[src/rtl/if_stage_pkg.sv]
// Shared constants and types for the instruction-fetch stage.
// Widths, the NOP encoding, the default halt opcode and the RUN/HALT state.
package if_stage_pkg;

    localparam int OP_W    = 4;
    localparam int INSTR_W = 16;
    localparam int PC_W    = 16;
    localparam int OFF_W   = 6;

    localparam logic [INSTR_W-1:0] NOP_INSTR = 16'h0000;
    localparam logic [OP_W-1:0]    HALT_OP   = 4'hF;

    typedef enum logic {
        RUN  = 1'b0,
        HALT = 1'b1
    } if_state_e;

    // Signed word offset from ID, widened to a full PC.
    function automatic logic [PC_W-1:0] sext_offset(input logic [OFF_W-1:0] off);
        return {{(PC_W-OFF_W){off[OFF_W-1]}}, off};
    endfunction

    function automatic logic [OP_W-1:0] opcode_of(input logic [INSTR_W-1:0] instr);
        return instr[INSTR_W-1 -: OP_W];
    endfunction

endpackage

[src/rtl/if_pc_gen.sv]
// Combinational next-PC selection: branch target, sequential increment or hold.
// The branch is relative to the instruction currently in ID (pc_out), not the fetch PC.
module if_pc_gen
    import if_stage_pkg::*;
(
    input  logic [PC_W-1:0]  pc_i,
    input  logic [PC_W-1:0]  pc_out_i,
    input  logic             branch_taken_i,
    input  logic [OFF_W-1:0] branch_offset_i,
    input  logic             advance_i,
    output logic [PC_W-1:0]  next_pc_o,
    output logic [PC_W-1:0]  target_o
);

    logic [PC_W-1:0] seq_pc;

    assign seq_pc   = pc_i + 16'd1;
    assign target_o = pc_out_i + 16'd1 + sext_offset(branch_offset_i);

    always_comb begin
        next_pc_o = pc_i;
        if (branch_taken_i) begin
            next_pc_o = target_o;
        end else if (advance_i) begin
            next_pc_o = seq_pc;
        end
    end

endmodule

[src/rtl/if_stage.sv]
// Instruction-fetch stage: PC register, RUN/HALT control and the IF/ID output registers.
// Memory is external and combinational; imem_addr is the current PC.
module if_stage #(
    parameter logic [15:0] RESET_PC = 16'h0000,
    parameter logic [3:0]  HALT_OP  = if_stage_pkg::HALT_OP
) (
    input  logic        clk,
    input  logic        rst,
    input  logic        stall,
    input  logic        branch_taken,
    input  logic [5:0]  branch_offset_imm,
    output logic [15:0] imem_addr,
    input  logic [15:0] imem_rdata,
    output logic [15:0] instr_out,
    output logic [15:0] pc_out,
    output logic        halted
);
    import if_stage_pkg::*;

    if_state_e           state_q, state_d;
    logic [PC_W-1:0]     pc_q, pc_d;
    logic [INSTR_W-1:0]  instr_q, instr_d;
    logic [PC_W-1:0]     pc_out_q, pc_out_d;
    logic [PC_W-1:0]     branch_target;
    logic                halt_fetch;
    logic                advance;

    assign halt_fetch = (state_q == RUN) && (opcode_of(imem_rdata) == HALT_OP);
    assign advance    = !stall && (state_q == RUN) && !halt_fetch;

    if_pc_gen u_pc_gen (
        .pc_i            (pc_q),
        .pc_out_i        (pc_out_q),
        .branch_taken_i  (branch_taken),
        .branch_offset_i (branch_offset_imm),
        .advance_i       (advance),
        .next_pc_o       (pc_d),
        .target_o        (branch_target)
    );

    // A branch squashes whatever was fetched this cycle, including a HALT opcode.
    always_comb begin
        state_d  = state_q;
        instr_d  = instr_q;
        pc_out_d = pc_out_q;
        if (branch_taken) begin
            state_d  = RUN;
            instr_d  = NOP_INSTR;
            pc_out_d = branch_target;
        end else if (!stall) begin
            if (state_q == RUN) begin
                instr_d  = imem_rdata;
                pc_out_d = pc_q;
                if (halt_fetch) begin
                    state_d = HALT;
                end
            end else begin
                instr_d = NOP_INSTR;
            end
        end
    end

    always_ff @(posedge clk or posedge rst) begin
        if (rst) begin
            state_q  <= RUN;
            pc_q     <= RESET_PC;
            instr_q  <= NOP_INSTR;
            pc_out_q <= RESET_PC;
        end else begin
            state_q  <= state_d;
            pc_q     <= pc_d;
            instr_q  <= instr_d;
            pc_out_q <= pc_out_d;
        end
    end

    assign imem_addr = pc_q;
    assign instr_out = instr_q;
    assign pc_out    = pc_out_q;
    assign halted    = (state_q == HALT);

endmodule

[config.mk]
export PLATFORM = sky130hd
export DESIGN_NAME = if_stage
export DESIGN_NICKNAME = d
export VERILOG_FILES = /design/src/rtl/if_stage_pkg.sv /design/src/rtl/if_pc_gen.sv /design/src/rtl/if_stage.sv
export SDC_FILE = /design/constraint.sdc
export NUM_CORES = 1
export LEC_CHECK = 0
export CORE_MARGIN = 2
export CORE_UTILIZATION = 47
export CTS_BUF_LIST = sky130_fd_sc_hd__clkbuf_4
export CTS_CLUSTER_DIAMETER = 80
export DETAILED_ROUTE_END_ITERATION = 10
export GPL_TIMING_DRIVEN = 0
export PLACE_DENSITY_LB_ADDON = 0.15
export SLEW_MARGIN = 10
export SYNTH_ARGS = -nofsm -noshare
export SYNTH_HDL_FRONTEND = slang
export SYNTH_HIERARCHICAL = 1
export SYNTH_SLANG_ARGS = --single-unit
[constraint.sdc]
create_clock -name clk -period 2.5 [get_ports clk]
set_clock_uncertainty 0.15 [all_clocks]
set_input_delay 0.25 -clock clk [delete_from_list [all_inputs] [get_ports clk]]
set_output_delay 0.25 -clock clk [all_outputs]
set_load 0.05 [all_outputs]
==> results.sh <==
export IMPL_synth_nets=357
export IMPL_total_power_mw=6.209
export IMPL_cap_violations=0
export IMPL_post_route_drc_count=0
export IMPL_worstSetupStartpointType="flip-flop"
export IMPL_critPathArrivalTime_ps=2890
export IMPL_rrSetupSlack_ps=-260
export IMPL_critPathRequiredTime_ps=2630
export IMPL_synth_cells=314
export IMPL_top_usage_layer="met2"
export IMPL_ys_ff_latch=49
export IMPL_netlist_area_leader_share_pct=37.18
export IMPL_place_congestion=0.8728
export IMPL_place_hpwl_um=5986
export IMPL_utilization_pct=66.52
export IMPL_dpl_cell_count=485
export IMPL_firstDrtPassIters=4
export IMPL_drive_above_1_share_pct=27.07
export IMPL_core_mm2=0.006794
export IMPL_vias=2837
export IMPL_die_h_um=87.77
export IMPL_hold_violations=4
export IMPL_fmax_mhz=361.9
export IMPL_end_kind="flip-flop"
export IMPL_layout_cells_non_filler=506
export IMPL_cp_max_fo=3
export IMPL_die_area_mm2=0.007704
export IMPL_grt_met3_usage_pct=3.110
export IMPL_syn2layout_area_growth_pct=37.03
export IMPL_synth_commonest_cells="dfrtp_1 (49), nand2_1 (27), nor2_1 (19), mux2_2 (18)"
export IMPL_status="finished, violations left"
export IMPL_num_rows=30
export IMPL_grt_pass1_vias=2673
export IMPL_n_antenna_cell=0
export IMPL_synth_distinct_cells=55
export IMPL_pre_cts_slack_ps=-892.8
export IMPL_yosysWarningCount=6
export IMPL_r2r_start="pc_out[0]"
export IMPL_synth_area_leader_cell="dfrtp_1"
export IMPL_critPathMaxStageDelay_ps=440
export IMPL_yosysMostFrequentCell="dfrtp_1"
export IMPL_ir_drop_uv=945.0
export IMPL_clkTransAtPathRegs_ps=170
export IMPL_slowest_stage="dfrtp_2"
export IMPL_synth_area_mm2=0.003298
export IMPL_grt_use_total_pct=22.12
export IMPL_worst_slack_ps=-263.5
export IMPL_dpl_cell_area_mm2=0.004237
export IMPL_wl_per_cell_um=16.52
export IMPL_yosys_most_used_dff="dfrtp_1"
export IMPL_slew_viol_final=0
export IMPL_worstSetupPathType="flip-flop to flip-flop"
export IMPL_leakage_nw=1.902
export IMPL_clockBufferDepth=2
export IMPL_cts_tree="done"
export IMPL_hold_class="input pin to async pin"
export IMPL_yosys_top_cells_area="dfrtp_1 (37%), mux2_4 (7.3%), mux2_2 (6.1%), ha_1 (6.1%), a22o_1 (4.5%)"
export IMPL_io_pins=75
export IMPL_drtIter0Drc=147
export IMPL_htreeDepth=2
export IMPL_grt_max_degree=31
export IMPL_wl_um=8359
export IMPL_avgSynthCellArea_um2=10.50
export IMPL_clkLatencyLatePin_ps=400
export IMPL_vias_per_cell=5.607
export IMPL_period_needed_ps=2763
export IMPL_fillCellCount=553
export IMPL_numCtsBuffers=5
export IMPL_crit_chain="inv_2 -> ha_4 -> inv_2 -> fa_2 -> a21o_1 -> a221oi_4 -> buf_6 -> o21ai_4 -> a21oi_2 -> xnor2_1 -> mux2_4 -> mux2_4"
export IMPL_hold_slack_ps=-0.4587
export IMPL_grt_pass1_wl_um=13230
export IMPL_setup_viol=6
export IMPL_antenna_found_initial=0
export IMPL_nets=452
export IMPL_rsz0062_at_grt="yes"
export IMPL_synthArstFlopShare_pct=100.0
export IMPL_io_buffers=74
export IMPL_yosysSeqAreaShare_pct=37.18
export IMPL_use_met2_pct=35.95
export IMPL_cts_sinks=49
export IMPL_root_buffer="clkbuf_4"
export IMPL_worstMarginPinSlew_ps=593.4
export IMPL_powerDensity_mw_per_mm2=1374
export IMPL_violations="negative hold slack, negative setup slack"
export IMPL_grt_remaining_overflow=0
export IMPL_met1_usage_pct=30.63
export IMPL_setup_tns_ps=-1257
export IMPL_relSlewSlack_pct=60.02
export IMPL_fin_crit_sh_pct=110.5
export IMPL_die_x_um=87.77
export IMPL_crit_start="pc_out[0]"
export IMPL_synth_edf_count=0
export IMPL_ant_nets=0
export IMPL_post_route_cell_area_mm2=0.004519
export IMPL_initial_core_util_pct=48.55
-- area by class of cell --
cell class	count	area, µm²	area share, %
Timing Repair Buffer	88	863.3	19.10
Buffer	11	88.84	1.966
Sequential cell	49	1236	27.35
Clock inverter	3	33.78	0.7475
Clock buffer	5	37.54	0.8306
Multi-Input combinational cell	243	2098	46.43
Inverter	11	41.29	0.9136
Tap cell	96	120.1	2.658
-- worst paths after layout --
check                                     end  cells past startpoint
max in group asynchronous           pc_out[2]                      3
worst max-delay path               pc_out[12]                     12
worst min register to register   instr_out[9]                      1
min in group clk                instr_out[11]                      2
worst min-delay path             instr_out[8]                      2
worst max register to register     pc_out[12]                     12
-- critical path, delay by kind of cell, from the launching register on --
family	cells	cell delay, ps
AO/OA/AOI/OAI	4	750
XOR/XNOR	1	80
adder cells (fa/ha/maj)	2	460
buffers and inverters	3	260
flip-flops	1	440
multiplexers	2	510
-- power breakdown --
part	internal (mW)	leakage [nW]	switching (mW)
clock network	0.122	0.0381	0.298
registers	1.09	0.591	0.345
logic	1.92	1.27	2.43
-- repair_timing --
item | CTS | global route
setup endpoints to repair | 13 | 12
pin swaps | 4 | 6
gates resized for setup | 13 | 17
buffers inserted | 8 | 5
hold buffers | 0 | 0
endpoints found under the hold margin | 0 | 0
-- sequential cells by signal (all words and copies together), names as in the netlist --
| signal | cells |
|---|---|
| imem_addr | 16 |
| instr_out | 16 |
| pc_out | 16 |
| halted | 1 |
-- cell usage in the layout, fill, tap and decap left out, drive strengths merged, types with 3 or more instances in the layout --
cell type      count
nand2             27
buf               23
nand3              5
clkdlybuf4s50     73
o21a               4
ha                16
mux2              35
nor3              12
a22o              17
nor4               4
xnor2             13
dfrtp             49
clkinv             4
nor2              19
mux2i              3
xor2              15
a21oi             17
o21ai             18
nand4              6
inv               10
clkbuf             7
-- logic make-up (layout without fill, tap and decap cells) --
logic type	Yosys count	after routing	share of synthesized area [%]
simple gates	87	87	13.58
compound gates	73	73	16.58
flops	49	49	37.18
mux	38	38	14.68
xor+xnor	28	28	7.436
buf+inv	22	118	3.869
fa+ha+maj	17	17	6.677
-- layer usage --
metal / routed length, µm / vias to the layer above
met5: 0 / -
met4: 136 / 0
met3: 422 / 15
met2: 4022 / 95
met1: 3777 / 1382
li1: - / 1345
(Power assumes the default switching activity.)
